$ cat src/rtl/imm_encode_pkg.sv
// Shared immediate-encoding definitions: ImmSrc codes, FSM states and the
// rotation step count, common to the encoder and the datapath extender.
package imm_defs;

    localparam int ROT_STEPS_DEF = 16;

    typedef enum logic [1:0] {
        IMM_DP  = 2'b00,
        IMM_MEM = 2'b01,
        IMM_BR  = 2'b10,
        IMM_RSV = 2'b11
    } imm_src_e;

    typedef enum logic [1:0] {
        IDLE   = 2'b00,
        SEARCH = 2'b01,
        DONE   = 2'b10
    } enc_state_e;

    typedef struct packed {
        logic        encodable;
        logic [23:0] instr;
    } imm_fit_t;

    // Rotate left by two bit positions (one rotation step of the imm8 search).
    function automatic logic [31:0] rol2(input logic [31:0] v);
        return {v[29:0], v[31:30]};
    endfunction

endpackage

$ cat src/rtl/imm_encode_fit_check.sv
// Combinational fit check for the non-rotating immediate forms; returns
// {encodable, Instr}. Mode 00 here is the plain zero-extended imm8 form.
module imm_fit_check
    import imm_defs::*;
(
    input  logic [31:0] value,
    input  logic [1:0]  imm_src,
    output imm_fit_t    fit
);

    // Select the field and its representability for each immediate form.
    always_comb begin
        fit = '0;
        case (imm_src_e'(imm_src))
            IMM_DP: begin
                if (value[31:8] == 24'h000000) begin
                    fit.encodable = 1'b1;
                    fit.instr     = {16'h0000, value[7:0]};
                end else begin
                    fit = '0;
                end
            end
            IMM_MEM: begin
                if (value[31:12] == 20'h00000) begin
                    fit.encodable = 1'b1;
                    fit.instr     = {12'h000, value[11:0]};
                end else begin
                    fit = '0;
                end
            end
            IMM_BR: begin
                // Branch offset must be word aligned and sign-extended from bit 25.
                if ((value[1:0] == 2'b00) && (value[31:25] == {7{value[25]}})) begin
                    fit.encodable = 1'b1;
                    fit.instr     = value[25:2];
                end else begin
                    fit = '0;
                end
            end
            default: fit = '0;
        endcase
    end

endmodule

$ cat config.mk
export PLATFORM = sky130hd
export DESIGN_NAME = imm_fit_check
export DESIGN_NICKNAME = d
export VERILOG_FILES = /design/src/rtl/imm_encode_pkg.sv /design/src/rtl/imm_encode_fit_check.sv
export SDC_FILE = /design/constraint.sdc
export NUM_CORES = 1
export LEC_CHECK = 0
export BUFFER_PORTS_ARGS = -buffer_cell sky130_fd_sc_hd__clkbuf_2
export CORE_AREA = 2 2 39 41
export DETAILED_ROUTE_END_ITERATION = 16
export DIE_AREA = 0 0 41 43
export MAX_ROUTING_LAYER = met4
export PLACE_DENSITY = 0.84
export SETUP_SLACK_MARGIN = 0.02
export SYNTH_ARGS = -nofsm -noshare
export SYNTH_HDL_FRONTEND = slang
export SYNTH_SLANG_ARGS = --single-unit
$ cat constraint.sdc
create_clock -name vclk -period 5.5
set_input_delay 1.375 -clock vclk [all_inputs]
set_output_delay 1.375 -clock vclk [all_outputs]
set_load 0.03 [all_outputs]
==> key figures, run 1 <==
Worst hold path
  – Worst Hold End: fit[22]
  – Hold WC Path Type: input port to output port
  – WHS Path Cells: 3
  – Min-delay src: value[24]

Synth
  – Synth top area cells: o22ai_1 17%, and2_1 16%, nand4_1 14%
  – Synth Area in XOR/XNOR: 0%
  – Adder-Cell Fraction of Synth Area: 0%
  – Synth Area per Inst: 6.17 µm²
  – Syn_nets: 104
  – Post-synthesis cell count: 70
  – Largest family of logic cells by synthesized area: simple AND/OR/NAND/NOR gates
  – Post-synth top area share: 17.4%
  – Post-synth cell types: 20
  – Synthesized area: 432 µm²
  – Sequential element share of the synthesized area: 0%
  – Synth Area in Compound Gates: 23.2%
  – Synth Area in Simple Gates: 69.6%
  – Post-synthesis mux area share: 0%
  – Yosys warnings: 0
  – Top cell type by total area after synthesis: o22ai_1

STA
  – Setup tns final: 0 ps
  – Final worst slack: 973 ps
  – Final hold violations: 0
  – Period utilization: 82.3%
  – RSZ-0062 raised after global routing: false
  – Actual slew at the worst max-slew pin: 812 ps
  – Final min period: 4530 ps
  – Final Max Tran Viols: 0
  – Slew headroom: 45.4%
  – Fmax: 221 MHz
  – Final setup viols: 0

Critical path
  – CP Capture Type: output port
  – Worst Path Required: 4120 ps
  – Worst EP arrival: 3150 ps
  – Crit path max fanout: 11
  – Startpoint types: input port
  – Setup CP Type: input port to output port

Final layout
  – Diodes inserted: 0
  – Layout cells sized above 1: 53.5%
  – Post-Layout Cell Count: 143
  – Layout clock buffers: 0
  – Nets@finish: 163
  – Finished Core Util: 53.5%
  – Filler cell count: 145
  – Seq cells: 0
  – Register area: 0 µm²
  – Syn-to-layout area delta: 71.6%

Routing
  – Final wirelength: 1590 µm
  – Vias per cell: 5.62
  – Antenna Nets Post-Route: 0
  – DR pass1 iterations: 7
  – DRC viols: 0
  – Via count: 804
  – Initial drt markers: 14
  – Routed len/inst: 11.1 µm

Clocking
  – # Post-CTS Setup Buffers: 0
  – Cts hold-fix bufs: 0
  – CTS resizes: 0

Floorplanning
  – Die X: 41 µm
  – I/O pins: 59
  – Number of cell rows: 14
  – Initial Utilization: 31.2%
  – Die height: 43 µm
  – Core box area: 1380 µm²
  – Die area: 1760 µm²

Placed design
  – DPL Wire Length: 1360 µm
  – Gpl congestion: 0.732
  – Placed insts: 143
  – Place WS: 958 ps
  – IO Port Bufs: 59

Pwr
  – Worst vdd ir: 12.5 µV
  – Pwr dens: 31.5 nW/µm²
  – Pleak: 0.335 nW
  – Total power: 0.0234 mW

Global routing
  – First-pass GRT wire length: 2100 µm
  – Gr usage total: 15.9%
  – Largest net degree at the start of global routing: 14
  – Vias in the first global route: 579
  – Initial antenna violation count: 0
  – Grt ovf: 0

Outcome
  – Status: finished, final reports clean

Flow run
  – Max cap viols: 0
worst max path at each step:
stage / from / endpoint / slack, ps / cells past startpoint
6_report: value[29] / fit[20] / 970 / 6
4_1_cts: value[29] / fit[20] / 960 / 6
3_3_place_gp: value[29] / fit[14] / 1020 / 6
2_1_floorplan: value[29] / fit[24] / 940 / 3
5_1_grt: value[29] / fit[15] / 840 / 6
3_5_place_dp: value[29] / fit[20] / 960 / 6
synthesized netlist by cell type, drive strengths merged:
library cell  count
inv               1
nor2              3
or4               2
nand2            12
o211ai            1
nand4            10
a21oi             1
and2             12
nor4b             1
nand3             4
o32ai             1
o22ai            12
nor4              5
clkbuf            1
buf               3
and4              1
area by class of cell:
class	count	area [µm²]	share of cell area [%]
Multi-Input combinational cell	65	407	54.9
Inverter	1	3.75	0.507
Timing Repair Buffer	61	310	41.9
Tap cell	16	20.0	2.70
placed cells by master (no fill, tap or decap):
cell      netlist  routed
a21oi_2         1       1
and2_1         11      11
and2_4          1       1
and4_1          1       1
buf_4           1       2
clkbuf_2        0      59
inv_1           1       1
nand2_1        12      12
nand3_1         4       4
nand4_1        10      10
nor2_1          3       3
nor4_1          3       3
nor4_2          2       2
nor4b_2         0       1
o211ai_1        1       1
o22ai_1        12      12
o32ai_1         1       1
or4_4           2       2
report_power, final:
part | switching, mW | total (mW) | internal, mW
Combinational | 0.0119 | 0.0234 | 0.0114
Clock | 0 | 0 | 0
Sequential | 0 | 0 | 0
per-layer routing:
| layer | track usage [%] | part of all wire, % |
|---|---|---|
| met5 | - | 0 |
| met1 | 16.8 | 38 |
| met3 | 0.524 | 13 |
| met4 | 0.667 | 0 |
| met2 | 31.3 | 49 |
critical path, stage by stage:
cell,delay [ps]
clkbuf_2,90
or4_4,530
or4_4,450
a21oi_2,330
and2_1,190
clkbuf_2,200
cell families (layout without fill, tap and decap cells):
kind of cell / Yosys count / after routing
buffers and inverters: 5 / 62
AOI/OAI and AO/OA: 15 / 15
and+or+nand+nor: 50 / 50
stage by stage:
stage,hold WS [ps],instance area (µm²)
global placement,3130,741
global route,3150,741
floorplan,2970,432
CTS,3130,741
finish,3130,741
detailed placement,3130,741
(Power assumes the default switching activity.)
==> run 2: changes to the inputs <==
Settings changed: CORE_AREA 2 2 39 41 to unset, CORE_MARGIN set to 2, CORE_UTILIZATION set to 33, DIE_AREA 0 0 41 43 to unset, PLACE_DENSITY 0.84 to 0.85.
Clock period 5.5 ns to 4.6 ns, I/O delays scaled along.
==> run 2 against run 1 <==
Compared with the run above: die area fell by 8.5%; largest power group unchanged; via count fell by 0.87%; worst setup slack got worse by 450 ps; clock-buffer cell count did not move; sequential share of layout area did not move; critical path type unchanged; flip-flop and latch count did not move; final cell count did not move; routed wire length fell by 1.5%.
==> key figures, run 2 (synthesis gave the netlist of run 1 again) <==
Placed design
  – Gpl congestion: 0.851 (was 0.732)
  – Placed insts: 143 (unchanged)
  – IO Port Bufs: 59 (unchanged)
  – DPL Wire Length: 1350 µm (was 1360 µm)

Critical path
  – Slowest-stage cell, CP: or4_4 (unchanged)
  – CP peak stage delay: 530 ps (about the same)
  – Crit path max fanout: 11 (unchanged)
  – Worst Path Required: 3450 ps (was 4120 ps)
  – Worst EP arrival: 2920 ps (was 3150 ps)
  – CP Capture Type: output port (unchanged)
  – Critical Path, Cell by Cell: clkbuf_2, or4_4, or4_4, a21oi_2, and2_1, clkbuf_2 (unchanged)
  – Setup CP Type: input port to output port (unchanged)
  – Startpoint types: input port (unchanged)

Clocking
  – Cts hold-fix bufs: 0 (unchanged)
  – CTS resizes: 0 (unchanged)
  – # Post-CTS Setup Buffers: 0 (unchanged)

Worst hold path
  – Hold WC Path Type: input port to output port (unchanged)

Floorplanning
  – Initial Utilization: 34.5% (was 31.2%)
  – Number of cell rows: 13 (was 14)
  – Die height: 40.2 µm (was 43 µm)
  – I/O pins: 59 (unchanged)
  – Die X: 40.2 µm (was 41 µm)
  – Core box area: 1250 µm² (was 1380 µm²)
  – Die area: 1610 µm² (was 1760 µm²)

Global routing
  – Routing usage on met3: 0% (was 0.524%)
  – Largest net degree at the start of global routing: 14 (unchanged)
  – Global route hottest layer: met2 (unchanged)
  – Met1 Use GR: 25.0% (was 16.8%)
  – First-pass GRT wire length: 2290 µm (was 2100 µm)
  – Met2 global-route usage: 37.5% (was 31.3%)
  – Grt ovf: 0 (unchanged)
  – Vias in the first global route: 578 (was 579)
  – Gr usage total: 20.0% (was 15.9%)
  – Initial antenna violation count: 0 (unchanged)

Final layout
  – Commonest non-fill, non-tap cell in the layout: clkbuf_2 (unchanged)
  – Filler cell count: 133 (was 145)
  – Nets@finish: 164 (was 163)
  – Seq cells: 0 (unchanged)
  – Register area: 0 µm² (unchanged)
  – Multi-input logic area: 407 µm² (unchanged)
  – Syn-to-layout area delta: 73.0% (was 71.6%)
  – Layout cells sized above 1: 53.9% (was 53.5%)
  – Commonest cells after routing, fill and taps aside: 59 x clkbuf_2, 12 x nand2_1, 12 x o22ai_1 (unchanged)
  – Diodes inserted: 0 (unchanged)
  – Layout clock buffers: 0 (unchanged)
  – Post-Layout Cell Count: 143 (unchanged)

Outcome
  – Status: finished, final reports clean (unchanged)

STA
  – Slew headroom: 59.8% (was 45.4%)
  – Final min period: 4070 ps
  – Actual slew at the worst max-slew pin: 600 ps (was 812 ps)
  – Hold slack: 2670 ps (was 3130 ps)
  – Final Max Tran Viols: 0 (unchanged)
  – Final hold violations: 0 (unchanged)
  – RSZ-0062 raised after global routing: false (unchanged)
  – Fmax: 245 MHz
  – Final setup viols: 0 (unchanged)
  – Period utilization: 88.6%
  – Setup tns final: 0 ps (unchanged)

Pwr
  – Worst vdd ir: 20.9 µV (was 12.5 µV)
  – Pwr dens: 38.0 nW/µm² (was 31.5 nW/µm²)
  – Pleak: 0.341 nW (was 0.335 nW)

Flow run
  – Max cap viols: 0 (unchanged)

Routing
  – Vias per cell: 5.57 (was 5.62)
  – Antenna Nets Post-Route: 0 (unchanged)
  – Via count: 797 (was 804)
  – DR pass1 iterations: 4 (was 7)
  – Final wirelength: 1570 µm (was 1590 µm)
  – Initial drt markers: 31 (was 14)
  – DRC viols: 0 (unchanged)
  – Routed len/inst: 11.0 µm (was 11.1 µm)
run 2: cell count changes in the layout (fill, tap and decap cells not counted), sizes merged:
cell / change
buf: +1
run 2: area by class of cell:
type | instances | share of cell area (%)
Tap cell | 15 | 2.51
Inverter | 1 | 0.503
Multi-Input combinational cell | 65 | 54.4
Timing Repair Buffer | 62 | 42.5
run 2: routing by layer:
layer  up-vias  share of wire, %
met3         0                11
met2        48                50
met4         0                 0
li1        397                 -
met5         -                 0
met1       352                39
run 2: worst max-delay path, delay by kind of cell:
kind | cells | cell delay (ps)
buffers and inverters | 2 | 290
AO/OA/AOI/OAI | 1 | 320
AND/OR/NAND/NOR | 3 | 1160
run 2: through the flow:
step | power, mW | utilization [%] | instance area [µm²] | setup WS, ps
floorplan | 0.00688 | - | 432 | 489
global placement | 0.0275 | 59.6 | 747 | 573
detailed placement | 0.0282 | 59.6 | 747 | 519
CTS | 0.0284 | 59.6 | 747 | 520
global route | 0.0312 | 59.6 | 747 | 397
finish | 0.0284 | 59.6 | 747 | 526
run 2: where the power goes:
group          total (mW)  leakage [nW]  switching (mW)  internal [mW]
sequential              0             0               0              0
clock                   0             0               0              0
combinational      0.0284         0.341          0.0144         0.0139
run 2: final timing paths:
check	from	to	depth (start not counted)
max	value[29]	fit[13]	6
min	value[7]	fit[5]	4
==> run 3: changes to the inputs <==
Settings changed: CORE_UTILIZATION 33 to 29, PLACE_DENSITY 0.85 to 0.79, SLEW_MARGIN set to 20.
Clock period 4.6 ns to 3.7 ns, I/O delays scaled along.
==> run 3 against run 2 <==
Compared with the run above: power is 29% higher; worst hold slack got worse by 450 ps; via count shrank 2.1%; critical path type unchanged; combinational power up 29%; die area rose by 12%; final cell count rose by 0.70%; first-iteration DRC count decreased by 26%; worst setup slack worse by 370 ps; critical endpoint is now fit[7]; critical path depth did not move; clock-buffer cell count unchanged; routed wire length increased by 2.7%.
==> key figures, run 3 (synthesis gave the netlist of run 1 again) <==
Outcome
  – Status: finished, final reports clean (unchanged)

Final layout
  – Commonest non-fill, non-tap cell in the layout: clkbuf_2 (unchanged)
  – Final instance area: 762 µm² (was 747 µm²)
  – Seq cells: 0 (unchanged)
  – Register area: 0 µm² (unchanged)
  – Nets@finish: 165 (was 164)
  – Layout clock buffers: 0 (unchanged)
  – Commonest cells after routing, fill and taps aside: 59 x clkbuf_2, 12 x nand2_1, 12 x o22ai_1 (unchanged)
  – Syn-to-layout area delta: 76.5% (was 73.0%)
  – Finished Core Util: 56.4% (was 59.6%)
  – Layout cells sized above 1: 54.3% (was 53.9%)
  – Diodes inserted: 0 (unchanged)

Global routing
  – Largest net degree at the start of global routing: 14 (unchanged)
  – First-pass GRT wire length: 2390 µm (was 2290 µm)
  – Vias in the first global route: 594 (was 578)
  – Gr usage total: 16.0% (was 20.0%)
  – Initial antenna violation count: 0 (unchanged)
  – Grt ovf: 0 (unchanged)

Critical path
  – CP peak stage delay: 530 ps (about the same)
  – Worst EP arrival: 2620 ps (was 2920 ps)
  – Startpoint types: input port (unchanged)
  – Worst Path Required: 2770 ps (was 3450 ps)
  – Critical Path, Cell by Cell: clkbuf_2, or4_4, or4_4, and2_4, o22ai_1, clkbuf_2 (was clkbuf_2, or4_4, or4_4, a21oi_2, and2_1, clkbuf_2)
  – CP Capture Type: output port (unchanged)
  – Setup CP Type: input port to output port (unchanged)
  – Crit path max fanout: 13 (was 11)
  – Slowest-stage cell, CP: or4_4 (unchanged)

Pwr
  – Pleak: 0.346 nW (was 0.341 nW)
  – Total power: 0.0365 mW (was 0.0284 mW)
  – Worst vdd ir: 22.9 µV (was 20.9 µV)
  – Pwr dens: 47.9 nW/µm² (was 38.0 nW/µm²)

STA
  – Actual slew at the worst max-slew pin: 614 ps (was 600 ps)
  – Slew headroom: 58.9% (was 59.8%)
  – Final hold violations: 0 (unchanged)
  – RSZ-0062 raised after global routing: false (unchanged)
  – Final min period: 3540 ps
  – Period utilization: 95.7%
  – Final Max Tran Viols: 0 (unchanged)
  – Final setup viols: 0 (unchanged)
  – Setup tns final: 0 ps (unchanged)
  – Fmax: 282 MHz

Floorplanning
  – Number of cell rows: 13 (unchanged)
  – Core box area: 1350 µm² (was 1250 µm²)
  – Die X: 42.6 µm (was 40.2 µm)
  – Initial Utilization: 32.0% (was 34.5%)
  – Die height: 42.6 µm (was 40.2 µm)
  – Die area: 1810 µm² (was 1610 µm²)
  – I/O pins: 59 (unchanged)

Placed design
  – DPL Wire Length: 1390 µm (was 1350 µm)
  – IO Port Bufs: 59 (unchanged)
  – Gpl congestion: 0.804 (was 0.851)
  – DP Area: 754 µm² (was 747 µm²)

Routing
  – Via count: 780 (was 797)
  – Final wirelength: 1610 µm (was 1570 µm)
  – DR pass1 iterations: 4 (unchanged)
  – Antenna Nets Post-Route: 0 (unchanged)
  – Initial drt markers: 23 (was 31)
  – Vias per cell: 5.42 (was 5.57)
  – DRC viols: 0 (unchanged)
  – Routed len/inst: 11.2 µm (was 11.0 µm)

Clocking
  – # Post-CTS Setup Buffers: 0 (unchanged)

Worst hold path
  – Hold WC Path Type: input port to output port (unchanged)

Flow run
  – Max cap viols: 0 (unchanged)
run 3: changes by cell type in the layout (fill, tap and decap cells not counted):
cell / delta
a21oi_2: -1
a21oi_4: +1
buf_4: +1
run 3: area by class of cell:
type | count | area [µm²]
fill | 141 | 588
inverter | 1 | 3.75
multi-input combinational | 65 | 414
tap | 15 | 18.8
timing repair buffer | 63 | 325
run 3: report_power, final:
group          switching (mW)  internal (mW)  total, mW
logic                  0.0185         0.0180     0.0365
registers                   0              0          0
clock network               0              0          0
run 3: per-stage QoR:
step	cells	setup slack (ps)	hold WS (ps)
5_1_grt	144	77.0	2240
6_report	144	159	2230
3_3_place_gp	144	119	2220
2_1_floorplan	70	39.4	2070
3_5_place_dp	144	62.2	2230
4_1_cts	144	62.2	2230
run 3: path summary, 6_finish.rpt:
path | from | end | cells after the start | slack [ps]
setup / recovery | value[29] | fit[7] | 6 | 160
hold / removal | value[2] | fit[0] | 4 | 2230
run 3: timing repair:
item,in CTS,in global routing
endpoints found under the setup margin,0,11
resized for setup,0,1
hold buffers,0,0
endpoints found under the hold margin,0,0
run 3: critical path: cells and delay by family:
kind	cells	cell delay, ps
simple gates	3	1200
compound gates	1	160
buf+inv	2	330
run 3: metal layers:
metal  track usage (%)  share of wire, %
met3              1.29                11
met2              27.7                47
met1              21.5                42
met4                 0                 0
met5                 -                 0
